### src/rtl/hex_display_arbiter.sv
// Round-robin owner of the six-digit HEX display with a minimum hold time before preemption.
// Optional HEXARB_IDLE_BLANK_EN: while idle, the display is darkened (hex_out = 0, blank = 1).
module hex_display_arbiter #(
    parameter int unsigned HOLD_CYCLES = 50_000_000
) (
    input  logic        clk,
    input  logic        reset_n,
    input  logic [3:0]  req,
    input  logic [23:0] data0,
    input  logic [23:0] data1,
    input  logic [23:0] data2,
    input  logic [23:0] data3,
    output logic [3:0]  grant,
    output logic [1:0]  owner,
    output logic        busy,
    output logic [23:0] hex_out,
    output logic        blank
);

    localparam int DATA_W = 24;
    localparam int CNT_W  = $clog2(HOLD_CYCLES + 1);
    localparam logic [CNT_W-1:0] HOLD_MAX = CNT_W'(HOLD_CYCLES);

    typedef enum logic {IDLE, OWNED} state_t;

    state_t              state, state_d;
    logic [3:0]          grant_d;
    logic [1:0]          owner_d;
    logic [1:0]          last, last_d;
    logic [CNT_W-1:0]    cnt, cnt_d;
    logic                busy_d;
    logic [DATA_W-1:0]   hex_d;
    logic [DATA_W-1:0]   data_sel;
    logic [2:0]          pick_idle, pick_pre;

    function automatic logic [CNT_W-1:0] sat_inc(input logic [CNT_W-1:0] v);
        return (v >= HOLD_MAX) ? HOLD_MAX : v + CNT_W'(1);
    endfunction

    // Returns {found, index} of the first set bit scanning base+1, base+2, ... cyclically.
    function automatic logic [2:0] rr_pick(input logic [3:0] r, input logic [1:0] base);
        logic [2:0] pick;
        logic [1:0] idx;
        pick = 3'b000;
        for (int i = 1; i <= 4; i++) begin
            idx = base + 2'(i);
            if (r[idx] && !pick[2])
                pick = {1'b1, idx};
        end
        return pick;
    endfunction

    assign pick_idle = rr_pick(req, last);
    assign pick_pre  = rr_pick(req & ~(4'b0001 << owner), owner);

    always_comb begin
        data_sel = data0;
        case (owner)
            2'd0: data_sel = data0;
            2'd1: data_sel = data1;
            2'd2: data_sel = data2;
            2'd3: data_sel = data3;
        endcase
    end

    always_comb begin
        state_d = state;
        grant_d = grant;
        owner_d = owner;
        last_d  = last;
        cnt_d   = cnt;
        hex_d   = hex_out;
        case (state)
            IDLE: begin
                if (pick_idle[2]) begin
                    state_d = OWNED;
                    grant_d = 4'b0001 << pick_idle[1:0];
                    owner_d = pick_idle[1:0];
                    last_d  = pick_idle[1:0];
                    cnt_d   = '0;
                end
            end
            OWNED: begin
                hex_d = data_sel;
                // A release always beats a pending preemption.
                if (!req[owner]) begin
                    state_d = IDLE;
                    grant_d = '0;
                end else if (cnt == HOLD_MAX && pick_pre[2]) begin
                    grant_d = 4'b0001 << pick_pre[1:0];
                    owner_d = pick_pre[1:0];
                    last_d  = pick_pre[1:0];
                    cnt_d   = '0;
                end else begin
                    cnt_d = sat_inc(cnt);
                end
            end
            default: state_d = IDLE;
        endcase
        busy_d = (state_d == OWNED);
`ifdef HEXARB_IDLE_BLANK_EN
        if (state_d == IDLE)
            hex_d = '0;
`endif
    end

    always_ff @(posedge clk or negedge reset_n) begin
        if (!reset_n) begin
            state   <= IDLE;
            grant   <= '0;
            owner   <= '0;
            last    <= 2'd3;
            cnt     <= '0;
            busy    <= 1'b0;
            hex_out <= '0;
        end else begin
            state   <= state_d;
            grant   <= grant_d;
            owner   <= owner_d;
            last    <= last_d;
            cnt     <= cnt_d;
            busy    <= busy_d;
            hex_out <= hex_d;
        end
    end

`ifdef HEXARB_IDLE_BLANK_EN
    always_ff @(posedge clk or negedge reset_n) begin
        if (!reset_n)
            blank <= 1'b1;
        else
            blank <= (state_d == IDLE);
    end
`else
    assign blank = 1'b0;
`endif

endmodule

### config.mk
export PLATFORM = sky130hd
export DESIGN_NAME = hex_display_arbiter
export DESIGN_NICKNAME = d
export VERILOG_FILES = /design/src/rtl/hex_display_arbiter.sv
export SDC_FILE = /design/constraint.sdc
export NUM_CORES = 1
export LEC_CHECK = 0
export BUFFER_PORTS_ARGS = -buffer_cell sky130_fd_sc_hd__buf_2
export CORE_ASPECT_RATIO = 1.2
export CORE_MARGIN = 1
export CORE_UTILIZATION = 46
export DETAILED_ROUTE_END_ITERATION = 8
export GPL_TIMING_DRIVEN = 0
export HOLD_SLACK_MARGIN = 0.06
export PLACE_DENSITY = 0.75
export SYNTH_ARGS = -nofsm -noshare
export SYNTH_HDL_FRONTEND = slang
export SYNTH_SLANG_ARGS = --single-unit
### constraint.sdc
create_clock -name clk -period 3.7 [get_ports clk]
set_input_delay 0.37 -clock clk [delete_from_list [all_inputs] [get_ports clk]]
set_output_delay 0.37 -clock clk [all_outputs]
set_load 0.01 [all_outputs]
==> results.rst, run 1 <==
.. list-table::
   :header-rows: 1

   * - Metric
     - Value
   * - Leakage power total
     - ~2.2 nW
   * - Combinational family with the most area after synthesis
     - compound AO/OA/AOI/OAI gates
   * - Synthesis-stage register bit count
     - 59
   * - Antenna Nets Post-Route
     - 0
   * - Effective utilization at floorplan
     - 47.22%
   * - Stage delay of the slowest cell on the critical path
     - 0.56 ns
   * - Floorplan row count
     - 36
   * - Post-cts sizing count
     - 0
   * - Worst-Margin Slew
     - 0.7520 ns
   * - GRT Total Usage
     - 26.08%
   * - CP most frequent cell
     - sky130_fd_sc_hd__clkbuf_1
   * - Vias in the first global route
     - around 3700
   * - Die Outline Area
     - just under 9000 sq um
   * - Origin of the critical flop-to-flop path
     - owner[0]
   * - Slew headroom
     - 49.87%
   * - Number of clock sinks
     - between 50 and 60
   * - Synthesized-area fraction occupied by ao, oa, aoi and oai cells
     - roughly 28%
   * - Unrepaired setup endpoints after global routing
     - no
   * - Critical path's top delay family
     - compound AO/OA/AOI/OAI gates
   * - Count of input and output buffers
     - roughly 130
   * - Clock share of power
     - between 10% and 20%
   * - Post-synthesis area per instance
     - between 9 and 10 sq um
   * - Portion of netlist area occupied by mux cells
     - between 8 and 9%
   * - Post-CTS Setup Inserts
     - 0
   * - Max Fclk
     - around 320 MHz
   * - Maximum clock insertion buffer count
     - 2
   * - Post-synthesis share of cell area spent on and, or, nand and nor gates
     - 18.89%
   * - Vert. Die Dim
     - between 100 and 150 um
   * - Number of buffers inserted during clock tree synthesis
     - 9
   * - Number of remaining DRC errors
     - 7
   * - HPWL after detailed placement
     - around 8.4 mm
   * - Worst-path cell with the longest stage delay
     - sky130_fd_sc_hd__or3b_2
   * - Share of the clock period used by the worst path after layout
     - a little over four fifths
   * - Antenna violations before repair
     - 0
   * - Power density over the cells
     - a little over 800 nW/um^2
   * - Latest clock arrival within the worst-skew pair
     - ~0.34 ns
   * - Internal power summed over all cells
     - between 2 and 2.5 mW
   * - Clock period minus final worst setup slack
     - just over 3 ns
   * - Setup Viol. Count Final
     - 0
   * - Routed via count
     - roughly 4100
   * - Final RePlAce weighted congestion
     - roughly 0.87
   * - Final worst clock skew
     - just under 0.006 ns
   * - Classification of the worst-slack hold path
     - in2async
   * - Diodes inserted
     - 0
   * - Grt total ovfl
     - 0
   * - Final-layout fill cell count
     - ~720
   * - Setup CP Type
     - reg2reg
   * - Largest vdd supply drop
     - around 0.00054 V
   * - Most instantiated cells after synthesis
     - 57 x sky130_fd_sc_hd__dfrtp_1, 56 x sky130_fd_sc_hd__o21ai_0, 52 x sky130_fd_sc_hd__nand2_1
   * - Hold-fix buffer count after cts
     - 0
   * - Area share of fa/ha/maj cells after synthesis
     - 1.961%
   * - Post-synthesis cell type with the largest combined area
     - sky130_fd_sc_hd__dfrtp_1
   * - Syn-to-layout area delta
     - 24.80%
   * - Endpoint type of the worst setup path
     - flip-flop
   * - Aggregate negative setup slack
     - 0 ns
   * - Switching Share
     - ~45%
   * - Yosys synthesis warning count
     - 0
   * - Max Cap Violations
     - 0
   * - Crit path DAT
     - between 3 and 4 ns
   * - Number of instances in the synthesized netlist
     - between 400 and 500
   * - Most used flip-flop cell after synthesis
     - sky130_fd_sc_hd__dfrtp_1
   * - TritonCTS clock tree
     - built
   * - XOR/XNOR Fraction of Synth Area
     - 0%
   * - Post-layout net count
     - between 600 and 700
   * - Hold Vio Cnt, Final
     - 0
   * - Post-Syn Area
     - ~3800 sq um
   * - Result of the run
     - complete, but fails checks
   * - Depth of the most critical reg-to-reg path
     - 9
   * - Maximum number of pins on one net before global-route repair
     - 60
   * - Buf+Inv Stages, Crit Path
     - 3
   * - Main area contributors after synthesis
     - sky130_fd_sc_hd__dfrtp_1 37%, sky130_fd_sc_hd__mux2_2 7.4%, sky130_fd_sc_hd__o21ai_0 7.3%
   * - Critical path required time
     - 3.93 ns
   * - Final-report max-slew violation count
     - 0
   * - DR vias/cell
     - a little over 6
   * - Sequential fraction of the synthesis area
     - between 30% and 40%
   * - Clock transition at the registers of the reported paths
     - about 0.070 ns
   * - Share of cells above drive strength 1
     - a little over a third
   * - CP Launch Type
     - flip-flop
   * - Reported net switching power
     - approximately 1.7 mW
   * - Clock root buffer
     - sky130_fd_sc_hd__clkbuf_8
   * - H-tree depth reported by CTS
     - 3
   * - Routed Wire Length
     - roughly 11 mm
   * - Share of Yosys cell area claimed by the top area cell type
     - between 30 and 40%
   * - Width of the die
     - between 80 and 90 um
   * - Most frequent cell after synthesis
     - sky130_fd_sc_hd__dfrtp_1
   * - Relative contribution of sequential cells to total power
     - between 20% and 30%
   * - Combinational fraction of design power
     - between 50% and 60%
   * - Syn_nets
     - around 530
   * - I/O Pins
     - roughly 130
   * - Fraction of the core area covered by cells at the end of the flow
     - about three fifths
   * - First-pass GRT wire length
     - 17.90 mm
   * - Violated checks
     - DRC
   * - Per-cell routed wire length
     - 17.08 um
   * - Number of enable-type register cells in the synthesized netlist
     - 0
   * - Number of violations reported at the end of detailed-routing iteration 0
     - about 450
   * - Slack of the worst reg-to-reg path
     - a little over 0.6 ns
   * - Count of different cell masters after synthesis
     - just under 60
   * - Core Footprint
     - between 8000 and 9000 sq um
   * - Highest net fanout along the worst path
     - 9
   * - First drt pass iteration count
     - 9
   * - Power consumption
     - about 3.9 mW
   * - Fraction of synthesis flops using an asynchronous set or reset pin
     - 100.0%
   * - Worst hold slack
     - about 0.1 ns
   * - Endpoint of the most critical register-to-register path
     - grant[1]
   * - Worst-path cell chain
     - clkbuf_1 -> inv_1 -> ha_1 -> clkbuf_1 -> or3b_2 -> a2111oi_2 -> o31ai_1 -> and3_1 -> o22a_1
## sequential cells by signal, indices dropped and copies added, names as in the netlist
| name | count |
|---|---|
| last | 2 |
| hex_out | 24 |
| cnt | 26 |
| state | 1 |
| owner | 2 |
| grant | 4 |
## metal layers
metal | wire (um) | global-route usage [%] | part of all wire, % | up-vias
li1 | - | - | - | 1900
met1 | 4720 | 34.51 | 42 | 1925
met2 | 5528 | 43.61 | 49 | 223
met3 | 815 | 3.635 | 7.2 | 28
met4 | 262 | 10.51 | 2.3 | 0
met5 | 0 | 0 | 0 | -
## cells by family (layout without fill, tap and decap cells)
kind of cell / Yosys count / after routing
AOI/OAI and AO/OA: 153 / 153
other: 1 / 1
adders and majority gates: 6 / 6
DFF: 59 / 59
buffers and inverters: 40 / 187
muxes: 27 / 27
and+or+nand+nor: 135 / 135
## placed cells by master (no fill, tap or decap), types with 3 or more instances in the layout
cell type | netlist | routed
sky130_fd_sc_hd__dfrtp_1 | 57 | 57
sky130_fd_sc_hd__nand3b_1 | 3 | 3
sky130_fd_sc_hd__a22o_1 | 12 | 12
sky130_fd_sc_hd__o21a_1 | 6 | 6
sky130_fd_sc_hd__nor2_1 | 11 | 11
sky130_fd_sc_hd__a21oi_1 | 15 | 15
sky130_fd_sc_hd__buf_4 | 3 | 4
sky130_fd_sc_hd__clkbuf_1 | 19 | 19
sky130_fd_sc_hd__inv_1 | 9 | 9
sky130_fd_sc_hd__ha_1 | 6 | 6
sky130_fd_sc_hd__nand4_1 | 7 | 7
sky130_fd_sc_hd__buf_2 | 6 | 137
sky130_fd_sc_hd__nor2b_1 | 6 | 6
sky130_fd_sc_hd__nand2b_1 | 5 | 5
sky130_fd_sc_hd__clkinv_2 | 0 | 3
sky130_fd_sc_hd__a21o_1 | 12 | 12
sky130_fd_sc_hd__mux2_2 | 25 | 25
sky130_fd_sc_hd__or4_1 | 3 | 3
sky130_fd_sc_hd__nand2_1 | 52 | 52
sky130_fd_sc_hd__o21ai_0 | 56 | 56
sky130_fd_sc_hd__nor4_1 | 3 | 3
sky130_fd_sc_hd__o31ai_1 | 7 | 7
sky130_fd_sc_hd__nor3_1 | 12 | 12
sky130_fd_sc_hd__nor3b_1 | 3 | 3
sky130_fd_sc_hd__a222oi_1 | 24 | 24
sky130_fd_sc_hd__nand3_1 | 12 | 12
sky130_fd_sc_hd__clkbuf_8 | 0 | 10
## area by class of cell
class / count / area (sq um) / share of cell area (%)
Buffer: 30 / 138.9 / 2.907
Multi-Input combinational cell: 322 / 2173 / 45.48
Sequential cell: 59 / 1479 / 30.95
Tap cell: 95 / 118.9 / 2.488
Timing Repair Buffer: 132 / 663.1 / 13.88
Clock buffer: 10 / 137.6 / 2.880
Clock inverter: 5 / 30.03 / 0.6284
Inverter: 10 / 37.54 / 0.7855
## worst max path at each step
| stage | startpoint | end | slack (ns) | cells after the start |
|---|---|---|---|---|
| 2_1_floorplan | owner[0] | grant[1] | 1.01 | 9 |
| 3_3_place_gp | owner[0] | grant[1] | 0.77 | 9 |
| 3_5_place_dp | owner[0] | grant[1] | 0.66 | 9 |
| 4_1_cts | owner[0] | grant[1] | 0.64 | 9 |
| 5_1_grt | owner[0] | grant[1] | 0.37 | 9 |
| 6_report | owner[0] | grant[1] | 0.62 | 9 |
## power by group through the flow
stage,sequential [mW],combinational [mW],clock (mW)
after CTS,1.07,2.25,0.521
after global routing,1.10,2.48,0.547
after floorplan,1.13,1.48,0
after global placement,1.06,2.18,0
after detailed placement,1.08,2.24,0
final,1.07,2.27,0.523
## per-stage QoR
| step | setup WS [ns] | cell area (sq um) | instances |
|---|---|---|---|
| final | 0.6208 | 4778 | 663 |
| after global routing | 0.3658 | 4778 | 663 |
| after CTS | 0.6435 | 4776 | 663 |
| after detailed placement | 0.6640 | 4608 | 648 |
| after global placement | 0.7669 | 4608 | 648 |
| after floorplan | 1.011 | 3829 | 421 |
(Power assumes the default switching activity.)
==> inputs of run 2 (changes only) <==
==> constraint.sdc (replaced) <==
create_clock -name clk -period 2.85 [get_ports clk]
set_input_delay 0.285 -clock clk [delete_from_list [all_inputs] [get_ports clk]]
set_output_delay 0.285 -clock clk [all_outputs]
set_load 0.01 [all_outputs]
==> results.rst, run 2 (same netlist as run 1, synthesis figures left out) <==
.. list-table::
   :header-rows: 1

   * - Metric
     - Value
   * - Result of the run
     - completed (was complete, but fails checks)
   * - HPWL after detailed placement
     - 8.367 mm (unchanged)
   * - Antenna Nets Post-Route
     - 0 (unchanged)
   * - Highest net fanout along the worst path
     - 10 (was 9)
   * - Number of flip-flops under the largest register name
     - 26 (unchanged)
   * - Count of input and output buffers
     - 132 (unchanged)
   * - Share of cells above drive strength 1
     - 35.80% (was 35.04%)
   * - Max Fclk
     - 375.5 MHz (was 324.8 MHz)
   * - Aggregate negative setup slack
     - 0 ns (unchanged)
   * - Share of the clock period used by the worst path after layout
     - 93.44% (was 83.22%)
   * - CP Launch Type
     - flip-flop (unchanged)
   * - Crit path DAT
     - 2.89 ns (was 3.31 ns)
   * - Clock transition at the registers of the reported paths
     - 0.07 ns (about the same)
   * - Endpoint type of the worst setup path
     - flip-flop (unchanged)
   * - Number of buffers inserted during clock tree synthesis
     - 9 (unchanged)
   * - Clock period minus final worst setup slack
     - 2.663 ns (was 3.079 ns)
   * - Most flops, register
     - cnt (unchanged)
   * - Final-report max-slew violation count
     - 0 (unchanged)
   * - First-pass GRT wire length
     - 17.90 mm (unchanged)
   * - Maximum number of pins on one net before global-route repair
     - 60 (unchanged)
   * - Final worst clock skew
     - 0.007671 ns (was 0.005951 ns)
   * - Diodes inserted
     - 0 (unchanged)
   * - Setup slack of the critical path after layout
     - 0.1871 ns (was 0.6208 ns)
   * - Post-CTS Setup Inserts
     - 0 (unchanged)
   * - H-tree depth reported by CTS
     - 3 (unchanged)
   * - Width of the die
     - 85.28 um (unchanged)
   * - Routed via count
     - 4072 (was 4076)
   * - GRT Total Usage
     - 26.08% (unchanged)
   * - Syn-to-layout area delta
     - 25.42% (was 24.80%)
   * - Slack of the worst reg-to-reg path
     - 0.19 ns (was 0.62 ns)
   * - Max Cap Violations
     - 0 (unchanged)
   * - Setup Viol. Count Final
     - 0 (unchanged)
   * - Vias in the first global route
     - 3659 (was 3668)
   * - Vert. Die Dim
     - 101.9 um (unchanged)
   * - Classification of the worst-slack hold path
     - in2async (unchanged)
   * - Floorplan row count
     - 36 (unchanged)
   * - Final-layout fill cell count
     - 715 (was 722)
   * - Critical path's top delay family
     - simple AND/OR/NAND/NOR gates (was compound AO/OA/AOI/OAI gates)
   * - Largest registers
     - cnt (26), hex_out (24), grant (4) (unchanged)
   * - Core Footprint
     - 8108 sq um (unchanged)
   * - Critical path required time
     - 3.08 ns (was 3.93 ns)
   * - Commonest cells after routing, fill and taps aside
     - 137 x sky130_fd_sc_hd__buf_2, 57 x sky130_fd_sc_hd__dfrtp_1, 56 x sky130_fd_sc_hd__o21ai_0, 52 x sky130_fd_sc_hd__nand2_1, 25 x sky130_fd_sc_hd__mux2_2 (unchanged)
   * - Antenna violations before repair
     - 0 (unchanged)
   * - First drt pass iteration count
     - 8 (was 9)
   * - Worst-path cell chain
     - buf_2 -> inv_1 -> ha_1 -> nor2b_1 -> nor4_2 -> nor4b_4 -> or2b_2 -> a22oi_1 -> o22a_1 (was clkbuf_1 -> inv_1 -> ha_1 -> clkbuf_1 -> or3b_2 -> a2111oi_2 -> o31ai_1 -> and3_1 -> o22a_1)
   * - Worst-path cell with the longest stage delay
     - sky130_fd_sc_hd__nor4b_4 (was sky130_fd_sc_hd__or3b_2)
   * - Number of violations reported at the end of detailed-routing iteration 0
     - 441 (was 447)
   * - Buf+Inv Stages, Crit Path
     - 2 (was 3)
   * - Post-layout net count
     - 671 (was 672)
   * - Final RePlAce weighted congestion
     - 0.8749 (unchanged)
   * - Stage delay of the slowest cell on the critical path
     - 0.46 ns (was 0.56 ns)
   * - Hold-fix buffer count after cts
     - 0 (unchanged)
   * - Grt total ovfl
     - 0 (unchanged)
   * - Maximum clock insertion buffer count
     - 2 (unchanged)
   * - Effective utilization at floorplan
     - 47.22% (unchanged)
   * - Clock root buffer
     - sky130_fd_sc_hd__clkbuf_8 (unchanged)
   * - Power density over the cells
     - 1051 nW/um^2 (was 807.7 nW/um^2)
   * - Number of clock sinks
     - 59 (unchanged)
   * - Slew headroom
     - 49.70% (was 49.87%)
   * - Post-placement setup slack
     - -0.1860 ns (was 0.6640 ns)
   * - Die Outline Area
     - 8693 sq um (unchanged)
   * - DR vias/cell
     - 6.151 (was 6.148)
   * - Hold Vio Cnt, Final
     - 0 (unchanged)
   * - Most common library cell in the layout ignoring fill and taps
     - sky130_fd_sc_hd__buf_2 (unchanged)
   * - Largest vdd supply drop
     - 0.0006714 V (was 0.0005438 V)
   * - I/O Pins
     - 134 (unchanged)
   * - Latest clock arrival within the worst-skew pair
     - 0.34 ns (about the same)
   * - Worst-Margin Slew
     - 0.7545 ns (was 0.7520 ns)
   * - TritonCTS clock tree
     - built (unchanged)
   * - Leakage power total
     - 2.222 nW (was 2.219 nW)
   * - Setup CP Type
     - reg2reg (unchanged)
   * - Routed Wire Length
     - 11.41 mm (was 11.33 mm)
   * - Per-cell routed wire length
     - 17.24 um (was 17.08 um)
   * - Number of remaining DRC errors
     - 0 (was 7)
## run 2: cell types whose count changed in the layout (fill, tap and decap cells not counted), sizes merged
cell and delta:
clkbuf -1
## run 2: metal layers
| layer | wire length (um) | up-vias | global-route usage, % |
|---|---|---|---|
| met2 | 5636 | 211 | 43.67 |
| met5 | 0 | - | 0 |
| met3 | 740 | 24 | 3.473 |
| li1 | - | 1895 | - |
| met1 | 4783 | 1942 | 34.61 |
| met4 | 250 | 0 | 10.38 |
## run 2: what timing repair did
item | 4_1_cts | 5_1_grt
cloned | 0 | 0
resized for setup | 2 | 4
setup endpoints to repair | 17 | 20
## run 2: report_power, final
part | total [mW] | switching, mW | leakage, nW | internal [mW]
Sequential | 1.39 | 0.226 | 0.762 | 1.16
Combinational | 2.98 | 1.70 | 1.38 | 1.28
Clock | 0.676 | 0.347 | 0.0839 | 0.329
Total | 5.05 | 2.28 | 2.22 | 2.77
## run 2: metrics by stage
step	util (%)	hold slack, ns	instance area (sq um)	instances	power (mW)
after floorplan	-	-0.01059	3829	421	3.394
after global placement	56.84	0.4769	4608	648	4.210
after detailed placement	56.84	0.4909	4608	648	4.300
after CTS	58.95	0.2738	4780	663	4.989
after global routing	59.23	0.07874	4802	662	5.400
final	59.23	0.01461	4802	662	5.048
## run 2: layout make-up
cell class / instances / area (sq um) / share of cell area (%)
Clock buffer: 10 / 137.6 / 2.866
Inverter: 10 / 37.54 / 0.7817
Multi-Input combinational cell: 322 / 2197 / 45.75
Clock inverter: 5 / 30.03 / 0.6253
Timing Repair Buffer: 132 / 663.1 / 13.81
Buffer: 29 / 138.9 / 2.892
Sequential cell: 59 / 1479 / 30.80
Tap cell: 95 / 118.9 / 2.475
## run 2: worst paths after layout
path / depth (start not counted) / end / start
min in group clk: 4 / hex_out[13] / data0[13]
worst min register to register: 1 / hex_out[15] / hex_out[15]
worst max register to register: 9 / grant[1] / owner[1]
worst min-delay path: 1 / cnt[20] / reset_n
max in group asynchronous: 1 / hex_out[19] / reset_n
worst max-delay path: 9 / grant[1] / owner[1]
## run 2: worst register-to-register path, stage by stage (launching register included)
cell and delay (ns):
sky130_fd_sc_hd__dfrtp_1 0.40, sky130_fd_sc_hd__buf_2 0.24, sky130_fd_sc_hd__inv_1 0.11, sky130_fd_sc_hd__ha_1 0.26
sky130_fd_sc_hd__nor2b_1 0.32, sky130_fd_sc_hd__nor4_2 0.12, sky130_fd_sc_hd__nor4b_4 0.46, sky130_fd_sc_hd__or2b_2 0.29
sky130_fd_sc_hd__a22oi_1 0.11, sky130_fd_sc_hd__o22a_1 0.24
